### src/rtl/enc_pkg.sv
// Shared widths and FSM state type for the sequential 8-to-3 priority encoder.
package enc_pkg;

  localparam int N_IN   = 8;
  localparam int N_CODE = 3;
  localparam int CNT_W  = $clog2(N_IN + 1);

  typedef enum logic {
    IDLE,
    EMIT
  } state_e;

endpackage

### src/rtl/priority_encoder_8to3.sv
// Combinational priority encoder: index of the highest set bit plus an any-bit flag.
module priority_encoder_8to3
  import enc_pkg::*;
(
  input  logic [N_IN-1:0]   in_i,
  output logic [N_CODE-1:0] idx_o,
  output logic              any_o
);

  // Ascending scan so the highest set bit is the last write and wins.
  always_comb begin
    idx_o = '0;
    for (int i = 0; i < N_IN; i++) begin
      if (in_i[i]) idx_o = N_CODE'(i);
    end
  end

  assign any_o = |in_i;

endmodule

### src/rtl/priority_encoder_8to3_seq.sv
// Captures a multi-hot vector and emits its set-bit indices one per handshake, highest first.
module priority_encoder_8to3_seq
  import enc_pkg::*;
(
  input  logic              clk,
  input  logic              rst,
  input  logic              x_valid,
  output logic              x_ready,
  input  logic [N_IN-1:0]   x,
  output logic [N_CODE-1:0] y,
  output logic              y_valid,
  input  logic              y_ready,
  output logic              y_last,
  output logic [CNT_W-1:0]  cnt,
  output logic              zero
);

  state_e             state_q;
  logic [N_IN-1:0]    pend_q;
  logic [N_IN-1:0]    pend_d;
  logic [CNT_W-1:0]   cnt_q;
  logic [CNT_W-1:0]   popcnt;
  logic               zero_q;
  logic [N_CODE-1:0]  top_idx;
  logic               pend_any;
  logic               single;

  priority_encoder_8to3 u_enc (
    .in_i  (pend_q),
    .idx_o (top_idx),
    .any_o (pend_any)
  );

  always_comb begin
    popcnt = '0;
    for (int i = 0; i < N_IN; i++) begin
      popcnt = popcnt + CNT_W'(x[i]);
    end
  end

  // Clearing the lowest set bit leaves nothing exactly when one bit remains.
  assign single = pend_any && ((pend_q & (pend_q - N_IN'(1))) == '0);
  assign pend_d = pend_q & ~(N_IN'(1) << top_idx);

  always_ff @(posedge clk) begin
    if (rst) begin
      state_q <= IDLE;
      pend_q  <= '0;
      cnt_q   <= '0;
      zero_q  <= 1'b0;
    end else begin
      zero_q <= 1'b0;
      case (state_q)
        IDLE: begin
          if (x_valid) begin
            pend_q <= x;
            cnt_q  <= popcnt;
            zero_q <= (x == '0);
            if (x != '0) state_q <= EMIT;
          end
        end
        EMIT: begin
          if (y_ready) begin
            pend_q <= pend_d;
            if (single) state_q <= IDLE;
          end
        end
        default: state_q <= IDLE;
      endcase
    end
  end

  assign x_ready = (state_q == IDLE);
  assign y_valid = (state_q == EMIT);
  assign y       = y_valid ? top_idx : '0;
  assign y_last  = y_valid && single;
  assign cnt     = cnt_q;
  assign zero    = zero_q;

endmodule

### config.mk
export PLATFORM = sky130hd
export DESIGN_NAME = priority_encoder_8to3_seq
export DESIGN_NICKNAME = d
export VERILOG_FILES = /design/src/rtl/enc_pkg.sv /design/src/rtl/priority_encoder_8to3.sv /design/src/rtl/priority_encoder_8to3_seq.sv
export SDC_FILE = /design/constraint.sdc
export NUM_CORES = 1
export LEC_CHECK = 0
export ABC_AREA = 1
export BUFFER_PORTS_ARGS = -buffer_cell sky130_fd_sc_hd__buf_2
export CORE_MARGIN = 3
export CORE_UTILIZATION = 56
export CTS_CLUSTER_SIZE = 24
export DETAILED_ROUTE_END_ITERATION = 8
export PLACE_DENSITY = 0.83
export SLEW_MARGIN = 20
export SYNTH_ARGS = -nofsm -noshare
export SYNTH_HDL_FRONTEND = slang
export SYNTH_SLANG_ARGS = --single-unit
### constraint.sdc
create_clock -name clk -period 5.58 [get_ports clk]
set_input_delay 0.279 -clock clk [delete_from_list [all_inputs] [get_ports clk]]
set_output_delay 0.279 -clock clk [all_outputs]
set_load 0.1 [all_outputs]
==> results of run 1 <==
==> flip-flops by register name, indices dropped and copies added (netlist names) <==
name,count
y_valid,1
zero,1
pend_q,8
cnt,4
==> synthesized netlist by cell type, types with 2 or more instances <==
cell type	number
a21oi_1	7
nor2_4	2
ha_1	4
inv_2	2
dfxtp_1	14
nand3_1	11
nor2_1	13
nor2_2	2
nand2_1	37
o21ai_0	10
inv_1	20
fa_1	4
nand2_4	2
==> layer usage <==
metal / vias up / GRT usage / wire, um
met5: - / 0 / 0
met4: 0 / 0.133 / 65
met3: 7 / 0.0268 / 154
met2: 37 / 0.356 / 998
met1: 450 / 0.317 / 950
li1: 498 / - / -
==> final timing paths <==
check,endpoint,slack [ns]
hold reg to reg,cnt[0],0.50
setup reg to reg,pend_q[2],4.29
setup / recovery,cnt[2],2.97
hold / removal,pend_q[7],0.25
==> final cells by class <==
class,count,area share
clock buffer,4,0.0323
inverter,23,0.0768
multi-input combinational,103,0.526
sequential,14,0.249
tap,16,0.0178
timing repair buffer,22,0.0979
==> power groups by stage <==
stage	clock, mW	sequential, mW	combinational [mW]
after floorplan	0	0.160	0.122
after global placement	0	0.124	0.191
after detailed placement	0	0.124	0.196
after CTS	0.0756	0.122	0.197
after global routing	0.0796	0.124	0.215
final	0.0750	0.122	0.197
==> logic make-up after synthesis <==
family | count (synthesis)
flops | 14
fa+ha+maj | 8
simple gates | 72
compound gates | 22
xor+xnor | 1
buf+inv | 23
==> worst reg2reg max path, stage by stage, from the launching register on <==
cell and delay, ns:
dfxtp_1 0.39, inv_2 0.20, nand2_4 0.11, nand2_4 0.09
o21ai_1 0.07, nor2_1 0.14, nand2_1 0.07, nand3_1 0.06
nand2_1 0.05
==> summary.md, run 1 <==
| Metric | Value |
|---|---|
| Area delta synth->final | 17.4% |
| Register area share after synthesis | 0.292 |
| Setup Viol. Count Final | 0 |
| Worst R2R Start | y_valid |
| Final Max Slew Viols | 0 |
| Largest family of logic cells by synthesized area | simple AND/OR/NAND/NOR gates |
| CTS tree | yes |
| Mux cell area share after synthesis | 0 |
| Family with the most delay on the worst path | adder cells |
| WP buf/inv | 4 |
| Worst hold slack | roughly 0.25 ns |
| Hold Crit Start | rst |
| Worst setup EP type | flip-flop |
| Number of global-route vias before repair | approximately 850 |
| Reg area | approximately 280 um^2 |
| CP Data Required Time | 5.81 ns |
| Hold Path Depth | 2 |
| Post-CTS sizing | 0 |
| Min Tclk post-route | about 2.6 ns |
| Syn_area_per_cell | 6.85 um^2 |
| Primary FF master, synth | dfxtp_1 |
| XOR/XNOR Fraction of Synth Area | 0.00914 |
| Yosys warning total | 0 |
| Filler cells | between 100 and 150 |
| Top cell by count, worst path | fa_1 |
| Core area | 1560 um^2 |
| First drt pass iteration count | 4 |
| HP Class | input pin to flip-flop |
| Slew @ Worst Pin | around 0.49 ns |
| Placed inst area | 1090 um^2 |
| Compound-gate portion of the synthesized area | 0.127 |
| Post-CTS Hold Buffers | 0 |
| Yosys top cell by area | dfxtp_1 |
| Largest net degree at the start of global routing | 11 |
| Clk sinks | 14 |
| DRT Wirelength | approximately 2200 um |
| Die W | 47.4 um |
| RSZ-0062 raised after global routing | no |
| Syn Inst Count | 140 |
| Util after Layout | 0.722 |
| # diodes | 0 |
| Crit. Startpoint | x[0] |
| Root Buffer | clkbuf_4 |
| Worst r2r path cells | 8 |
| P_leak | 0.606 nW |
| # IOs | 23 |
| Remaining global-route overflow | 0 |
| WS Path Type | input pin to flip-flop |
| Crit-path max FO | 3 |
| Final cell count without fillers | approximately 180 |
| Worst-path clk slew | 0.09 ns |
| Post-Synth Simple-Gate Area | 0.346 |
| Final HPWL from detailed placement | between 1500 and 2000 um |
| Cell internal pwr | about 0.2 mW |
| Commonest non-fill, non-tap cell in the layout | nand2_1 |
| EDFF count, synth | 0 |
| Clock share of power | 0.190 |
| Synth top area share | 0.292 |
| Register share of total power | 0.311 |
| Max cap viols | 0 |
| FP Rows | 14 |
| CP startpoint kind | input pin |
| H-tree depth | 1 |
| Setup WS post-layout | slightly below 3 ns |
| Die area | around 2200 um^2 |
| Via-to-Cell Ratio | ~5.5 |
| Post-DRT Antenna Nets | 0 |
| Layout cell share with drive strength beyond 1 | 0.217 |
| Final hold vios | 0 |
| Starting DRT DRC Count | 23 |
| Fin Setup TNS | 0 ns |
| Worst rel slew slack | 0.678 |
| Async S/R FF share, synth | 0 |
| Crit path DAT | 2.84 ns |
| Sw Share | 0.492 |
| Switching pwr | just under 0.2 mW |
| DR vias | 992 |
| Initial antenna violation count | 0 |
| Status | complete, no violations |
| Worst skew pair latency | about 0.29 ns |
| CP cell instances | buf_2, fa_1, inv_1, fa_1, fa_1, inv_1, ha_1, inv_1, fa_1, xor2_1, a21oi_1 |
| Post-synthesis net count | 160 |
| Port bufs | 22 |
| Synth area leaders | dfxtp_1 29%, nand2_1 14%, fa_1 8.4% |
| Clock Path Buffers | 2 |
| Period utilization | 0.468 |
| Post-synthesis cell area | 958 um^2 |
| Die H | ~47 um |
| GP Congestion | ~0.89 |
| CP max stage delay | 0.54 ns |
| Nets | ~190 |
| Total GRT Usage | 0.234 |
| Fmax | between 300 and 400 MHz |
| Multi-input logic area | about 590 um^2 |
| DP Worst Slack | about 2.6 ns |
| Number of remaining DRC errors | 0 |
| Post-DR wirelength/cell | roughly 12 um |
| Pwr Total | just under 0.4 mW |
| Most frequent cells in the layout | 37 x nand2_1, 22 x buf_2, 20 x inv_1 |
| CTS buffer count | 3 |
| Setup Buffers After CTS | 0 |
| Placed cells | approximately 180 |
| Initial Util | 0.615 |
| Post-Route Skew | roughly 0.011 ns |
| Adder-Cell Fraction of Synth Area | 0.136 |
| Worst VDD drop | roughly 0.00022 V |
| Netlist cell types | 25 |
| Synth Register Bits | 14 |
| First-pass GRT wire length | 3660 um |
| Logic pwr share | 0.499 |
| Power density cells | 350 nW/um^2 |
| Slowest cell on crit path | fa_1 |
| Post-layout instance area | about 1100 um^2 |
| Stages on worst setup path | 11 |
Power figures use the tool's default switching activity.
==> run 2, diff against run 1 <==
Settings changed: ABC_AREA 1 to 0, CORE_UTILIZATION 56 to 51, PLACE_DENSITY 0.83 to 0.77.
Clock period 5.58 ns to 2.45 ns, I/O delays scaled along.
==> run 2 against run 1 <==
Compared with the run above: core utilization is 1.2 points lower; final cell count is 9.3% lower; first-iteration DRC count up 43%; clock skew fell by 0.0074 ns; total power grew 93%; synthesized cell count fell by 16%; clock-buffer cell count is 1 lower; sequential share of layout area decreased by 0.30 points; synthesized area is 1.8% lower; critical endpoint is now cnt[1].
==> summary.md, run 2 <==
| Metric | Value |
|---|---|
| WS Path Type | input pin to flip-flop |
| Pwr Total | 0.759 mW (+93%) |
| Nets | 163 (-13%) |
| Crit path DAT | 2.59 ns (-0.25 ns) |
| Synth Register Bits | 14 (unchanged) |
| Hold Crit Start | x[5] |
| FP Rows | 14 (unchanged) |
| Setup WS post-layout | 0.0236 ns (-2.94 ns) |
| Netlist cell types | 36 (+44%) |
| Number of remaining DRC errors | 0 (unchanged) |
| Post-synthesis cell area | 941 um^2 (-1.8%) |
| DP Worst Slack | -0.337 ns (-2.96 ns) |
| Worst R2R Start | pend_q[2] |
| Clk sinks | 14 (unchanged) |
| Synth top area share | 0.298 (+0.00544) |
| Min Tclk post-route | between 2 and 2.5 ns |
| Primary FF master, synth | dfxtp_1 |
| First-pass GRT wire length | 3950 um (+7.9%) |
| Final Max Slew Viols | 0 (unchanged) |
| Setup Viol. Count Final | 0 (unchanged) |
| Post-synthesis net count | 137 (-14%) |
| Post-DR wirelength/cell | 14.1 um (+18%) |
| First drt pass iteration count | 4 (unchanged) |
| HP Class | input pin to flip-flop |
| Final cell count without fillers | 165 (-9.3%) |
| Worst skew pair latency | 0.29 ns (about the same) |
| Multi-input logic area | 593 um^2 (+0.21%) |
| Commonest non-fill, non-tap cell in the layout | buf_2 |
| Remaining global-route overflow | 0 (unchanged) |
| Reg area | 282 um^2 (+0.45%) |
| Fmax | 412 MHz |
| # IOs | 23 (unchanged) |
| Max FFs per register | 8 (unchanged) |
| H-tree depth | 1 (unchanged) |
| Starting DRT DRC Count | 33 (+43%) |
| CP startpoint kind | input pin |
| P_leak | 0.519 nW (-14%) |
| Via-to-Cell Ratio | 5.41 (-0.71%) |
| Crit-path max FO | 2 (-1) |
| Die W | 49.0 um (+3.3%) |
| Largest net degree at the start of global routing | 15 (+4) |
| Yosys top cell by area | dfxtp_1 |
| Syn_area_per_cell | 8.04 um^2 (+17%) |
| RSZ-0062 raised after global routing | yes |
| Final HPWL from detailed placement | 1830 um (+3.1%) |
| EDFF count, synth | 0 (unchanged) |
| Initial antenna violation count | 0 (unchanged) |
| Slew @ Worst Pin | 0.669 ns (+0.183 ns) |
| Filler cells | 148 (+6.5%) |
| Crit. Startpoint | x[0] |
| Initial Util | 0.584 (-0.0309) |
| Post-Route Skew | 0.00350 ns (-0.00741 ns) |
| Placed cells | 161 (-9.6%) |
| Final hold vios | 0 (unchanged) |
| DRT Wirelength | 2320 um (+6.9%) |
| Status | complete, no violations |
| Area delta synth->final | 21.5% |
| Port bufs | 22 (unchanged) |
| # diodes | 0 (unchanged) |
| Most frequent cell after synthesis | inv_1 |
| Power density cells | 664 nW/um^2 (+89%) |
| DR vias | 893 (-10%) |
| Yosys warning total | 0 (unchanged) |
| Worst VDD drop | 0.000407 V (+83%) |
| Period utilization | 0.990 |
| Synth cell count leaders | 16 x inv_1, 15 x nand2_1, 14 x dfxtp_1 |
| Max cap viols | 0 (unchanged) |
| Synth area leaders | dfxtp_1 30%, fa_1 8.5%, a21oi_1 6.4% |
| CTS buffer count | 3 (unchanged) |
| Register area share after synthesis | 0.298 (+0.00544) |
| Most frequent cells in the layout | 20 x buf_2, 15 x inv_1, 15 x nand2_1 |
| Syn Inst Count | 117 (-16%) |
| Flop-to-flop setup slack | 0.81 ns (-3.48 ns) |
| Die H | 49.0 um (+3.3%) |
| Async S/R FF share, synth | 0 (unchanged) |
| Root Buffer | clkbuf_4 |
| GP Congestion | 0.880 (-1.6%) |
| Worst rel slew slack | 0.550 (-0.128) |
| CTS tree | yes |
| Fin Setup TNS | 0 ns (unchanged) |
| CP Data Required Time | 2.61 ns (-3.20 ns) |
| Clock Path Buffers | 2 (unchanged) |
| Post-DRT Antenna Nets | 0 (unchanged) |
| Number of global-route vias before repair | 869 (+1.9%) |
| Total GRT Usage | 0.216 (-0.0176) |
| Worst-path clk slew | 0.08 ns (about the same) |
| Die area | 2400 um^2 (+6.8%) |
| Layout cell share with drive strength beyond 1 | 0.312 (+0.0952) |
| Top reg by flops | pend_q |
| Core area | 1610 um^2 (+3.4%) |
| Worst setup EP type | flip-flop |
[run 2: cell types whose count changed after synthesis, sizes merged, moves of 3 or more]
| cell | before | now |
|---|---|---|
| buf | 0 | 3 |
| or4 | 0 | 3 |
| nand3 | 11 | 0 |
| o211ai | 0 | 3 |
| inv | 22 | 16 |
| a21oi | 7 | 12 |
| clkbuf | 0 | 3 |
| nor2 | 17 | 12 |
| o21ai | 11 | 3 |
| nand2 | 39 | 15 |
[run 2: cells by family (layout without fill, tap and decap cells)]
kind of cell	after synthesis	in the layout	share of synthesized area
simple gates	42	42	0.225
compound gates	29	29	0.221
buf+inv	22	46	0.0984
flops	14	14	0.298
fa+ha+maj	9	9	0.149
xor+xnor	1	1	0.00931
[run 2: path summary, 6_finish.rpt]
path / depth (start not counted) / to
min reg2reg: 2 / cnt[2]
max reg2reg: 5 / pend_q[3]
max: 10 / cnt[1]
min: 3 / pend_q[5]
[run 2: critical path, cell delays in order]
cell      delay, ns
buf_6          0.10
fa_1           0.52
inv_1          0.05
fa_1           0.49
fa_1           0.41
inv_1          0.07
ha_2           0.18
inv_2          0.04
fa_2           0.54
a211oi_2       0.06
[run 2: metrics by stage]
step	area (um^2)	utilization	hold slack [ns]
after floorplan	955	-	0.183
after global placement	1090	0.678	0.379
after detailed placement	1090	0.678	0.383
after CTS	1130	0.703	0.0853
after global routing	1140	0.710	0.100
final	1140	0.710	0.0880
[run 2: area by class of cell]
type                            instances  share of cell area
Multi-Input combinational cell         81               0.519
Sequential cell                        14               0.246
Timing Repair Buffer                   27               0.137
Inverter                               16              0.0525
Tap cell                               24              0.0263
Clock buffer                            3              0.0197
[run 2: timing repair]
item,in CTS,in global routing
hold buffers,0,0
buffers inserted,1,0
resized for setup,3,2
setup endpoints to repair,2,3
cloned,0,0
pin swaps,2,1
[run 2: power breakdown]
part	switching (mW)	internal, mW
clock network	0.0769	0.0572
registers	0.0225	0.246
logic	0.246	0.112
[run 2: routing by layer]
metal / up-vias / track usage / share of wire
met1: 402 / 0.244 / 0.41
met2: 36 / 0.380 / 0.49
li1: 450 / - / -
met5: - / 0 / 0
met3: 5 / 0.0703 / 0.082
met4: 0 / 0.0711 / 0.014
==> run 3, diff against run 2 <==
Settings changed: SYNTH_HIERARCHICAL set to 1.
==> run 3 against run 2 <==
Compared with the run above: the flow now finishes with violations (setup timing); core utilization is 1.8 points higher; clock-buffer cell count up 1; sequential power about the same; total power grew 7.3%; critical path depth up 2; maximum frequency fell by 2.4%; setup slack got worse by 0.059 ns; combinational power is 6.4% higher; non-clock buffer count fell by 1; synthesized area down 1.2%; final area rose by 2.5%; die area shrank 1.0%; highest routed layer unchanged.
==> summary.md, run 3 <==
| Metric | Value |
|---|---|
| DRT Wirelength | 2250 um (-3.0%) |
| Clk sinks | 14 (unchanged) |
| WHS Endpoint | pend_q[7] |
| GP Congestion | 0.831 (-5.6%) |
| Post-CTS Hold Buffers | 0 (unchanged) |
| Starting DRT DRC Count | 25 (-24%) |
| Fmax | 402 MHz (-2.4%) |
| Status | finished, violations left |
| Most frequent cells in the layout | 21 x buf_2, 17 x nand2_1, 14 x inv_1, 14 x a21oi_1, 13 x dfxtp_1 |
| Final Max Slew Viols | 0 (unchanged) |
| Synth cell count leaders | 17 x nand2_1, 16 x inv_1, 15 x a21oi_1 |
| Post-synthesis net count | 140 (+2.2%) |
| Logic pwr share | 0.467 (-0.003) |
| Final HPWL from detailed placement | 1780 um (-3.2%) |
| Total GRT Usage | 0.196 (-0.0203) |
| Post-synthesis cell area | 930 um^2 (-1.2%) |
| Remaining global-route overflow | 0 (unchanged) |
| Most frequent cell after synthesis | nand2_1 |
| Post-Synth Simple-Gate Area | 0.191 (-0.0336) |
| HP Class | input pin to flip-flop |
| First drt pass iteration count | 4 (unchanged) |
| Switching pwr | 0.359 mW (+4.1%) |
| Placed cells | 166 (+3.1%) |
| Yosys top cell by area | dfxtp_1 |
| Top reg by flops | pend_q |
| Setup Viol. Count Final | 1 (+1) |
| Nets | 168 (+3.1%) |
| Slew @ Worst Pin | 0.872 ns (+0.202 ns) |
| Root Buffer | clkbuf_4 |
| Min Tclk post-route | 2.49 ns (+0.0587 ns) |
| Core area | 1610 um^2 (unchanged) |
| Async S/R FF share, synth | 0 (unchanged) |
| Worst hold slack | 0.0976 ns (+0.00969 ns) |
| Synth top area share | 0.301 (+0.00361) |
| Cell internal pwr | 0.455 mW (+9.9%) |
| # IOs | 23 (unchanged) |
| CP startpoint kind | input pin |
| Max FFs per register | 8 (unchanged) |
| Crit path DAT | 2.70 ns (+0.11 ns) |
| Largest family of logic cells by synthesized area | compound AO/OA/AOI/OAI gates |
| Crit-path max FO | 2 (unchanged) |
| Port bufs | 22 (unchanged) |
| WS Path Type | input pin to flip-flop |
| Die area | 2370 um^2 (-1.0%) |
| Final cell count without fillers | 171 (+3.6%) |
| Number of global-route vias before repair | 878 (+1.0%) |
| Synth Register Bits | 14 (unchanged) |
| Post-DR wirelength/cell | 13.2 um (-6.4%) |
| RSZ-0062 raised after global routing | yes |
| Layout cell share with drive strength beyond 1 | 0.320 (+0.00767) |
| Compound-gate portion of the synthesized area | 0.277 (+0.0565) |
| Syn Inst Count | 120 (+2.6%) |
| Worst rel slew slack | 0.418 (-0.132) |
| Area delta synth->final | 26.1% |
| DR vias | 934 (+4.6%) |
| Worst R2R Start | pend_q[3] |
| Synth area leaders | dfxtp_1 30%, fa_1 8.6%, a21oi_1 8.1% |
| Util after Layout | 0.727 (+0.0179) |
| Slowest cell on crit path | fa_1 |
| Yosys warning total | 6 (+6) |
| Die H | 48.7 um (-0.52%) |
| Max cap viols | 0 (unchanged) |
| Hold Crit Start | x[7] |
| # diodes | 0 (unchanged) |
| Worst-path clk slew | 0.08 ns (about the same) |
| Mux cell area share after synthesis | 0 (unchanged) |
| Final hold vios | 0 (unchanged) |
| Initial antenna violation count | 0 (unchanged) |
| Syn_area_per_cell | 7.75 um^2 (-3.7%) |
| DP Worst Slack | -0.345 ns (-0.00794 ns) |
| Register area share after synthesis | 0.301 (+0.00361) |
| Worst setup EP type | flip-flop |
| Top cell by count, worst path | fa_1 |
| Largest net degree at the start of global routing | 15 (unchanged) |
| CP max stage delay | 0.52 ns (-0.02 ns) |
| Netlist cell types | 30 (-17%) |
| Primary FF master, synth | dfxtp_1 |
| FF-to-FF End | pend_q[6] |
| CTS tree | yes |
| Crit. Startpoint | x[0] |
| H-tree depth | 1 (unchanged) |
| XOR/XNOR Fraction of Synth Area | 0.00942 (+0.000113) |
| CP cell instances | buf_6, fa_1, inv_1, fa_1, fa_1, inv_1, ha_2, inv_2, fa_2, xnor2_2, nand2_1, a21oi_2 |
| Clock share of power | 0.205 (+0.028) |
| WP buf/inv | 4 (unchanged) |
| Hold Path Depth | 3 (unchanged) |
| Setup WS post-layout | -0.0351 ns (-0.0587 ns) |
| Worst VDD drop | 0.000435 V (+6.9%) |
| FP Rows | 14 (unchanged) |
| Failing checks | setup timing |
| Period utilization | 1.01 (+0.0240) |
| CTS buffer count | 3 (unchanged) |
| Family with the most delay on the worst path | adder cells |
| Die W | 48.7 um (-0.52%) |
| Flop-to-flop setup slack | 0.60 ns (-0.21 ns) |
| First-pass GRT wire length | 3680 um (-6.8%) |
| EDFF count, synth | 0 (unchanged) |
| Fin Setup TNS | -0.0351 ns (-0.0351 ns) |
| Clock Path Buffers | 2 (unchanged) |
| Number of remaining DRC errors | 0 (unchanged) |
| Via-to-Cell Ratio | 5.46 (+0.92%) |
| Worst skew pair latency | 0.28 ns (about the same) |
| P_leak | 0.534 nW (+2.9%) |
| Worst r2r path cells | 6 (+1) |
| Adder-Cell Fraction of Synth Area | 0.140 (-0.00896) |
| Post-Route Skew | 0.00580 ns (+0.00230 ns) |
| Sw Share | 0.441 (-0.0132) |
| Power density cells | 695 nW/um^2 (+4.6%) |
| Post-DRT Antenna Nets | 0 (unchanged) |
| Register share of total power | 0.329 (-0.024) |
| CP Data Required Time | 2.67 ns (+0.06 ns) |
| Commonest non-fill, non-tap cell in the layout | buf_2 |
| Initial Util | 0.577 (-0.00699) |
-- run 3: cell count changes after synthesis, sizes merged, moves of 3 or more --
cell / before / now
o31a: 1 / 4
buf: 3 / 0
or4: 3 / 0
a21oi: 12 / 16
o21ai: 3 / 10
o211ai: 3 / 0
-- run 3: cell type report --
cell class	instances	area, um^2
repair buffers	26	146
well taps	24	30.0
multi-input cells	86	611
fillers	134	439
flip-flops and latches	14	282
clock buffers	4	36.3
inverters	17	67.6
-- run 3: worst max-delay path by stage --
stage | depth (start not counted) | to
global route | 12 | cnt[2]
CTS | 12 | cnt[2]
floorplan | 11 | cnt[2]
detailed placement | 12 | cnt[2]
global placement | 12 | cnt[2]
finish | 12 | cnt[2]
-- run 3: per-stage QoR --
stage	power [mW]	area [um^2]
finish	0.814	1170
global route	0.863	1170
CTS	0.806	1160
detailed placement	0.634	1110
global placement	0.624	1110
floorplan	0.562	960
-- run 3: logic make-up after synthesis --
group                    Yosys count
flip-flops                        14
AO/OA/AOI/OAI                     38
AND/OR/NAND/NOR                   39
adder cells (fa/ha/maj)            8
XOR/XNOR                           1
buffers and inverters             20
-- run 3: repair_timing --
action | 4_1_cts | 5_1_grt
setup endpoints to repair | 1 | 2
buffers inserted | 1 | 0
gates resized for setup | 2 | 2
pin swaps | 2 | 1
-- run 3: power by group through the flow --
| stage | clock (mW) | combinational [mW] | sequential, mW |
|---|---|---|---|
| 5_1_grt | 0.180 | 0.412 | 0.271 |
| 3_5_place_dp | 0 | 0.361 | 0.273 |
| 4_1_cts | 0.169 | 0.370 | 0.267 |
| 6_report | 0.167 | 0.380 | 0.268 |
| 2_1_floorplan | 0 | 0.226 | 0.336 |
| 3_3_place_gp | 0 | 0.352 | 0.271 |
-- run 3: metal layers --
layer	wire, um	vias to the layer above	track usage
li1	-	459	-
met1	1010	439	0.246
met2	1100	32	0.326
met3	117	4	0.0460
met4	26	0	0.0711
met5	0	-	0
-- run 3: worst min-delay path, cell delays in order --
cell and delay [ns]:
buf_2 0.11, nand2_1 0.05, a21oi_1 0.05
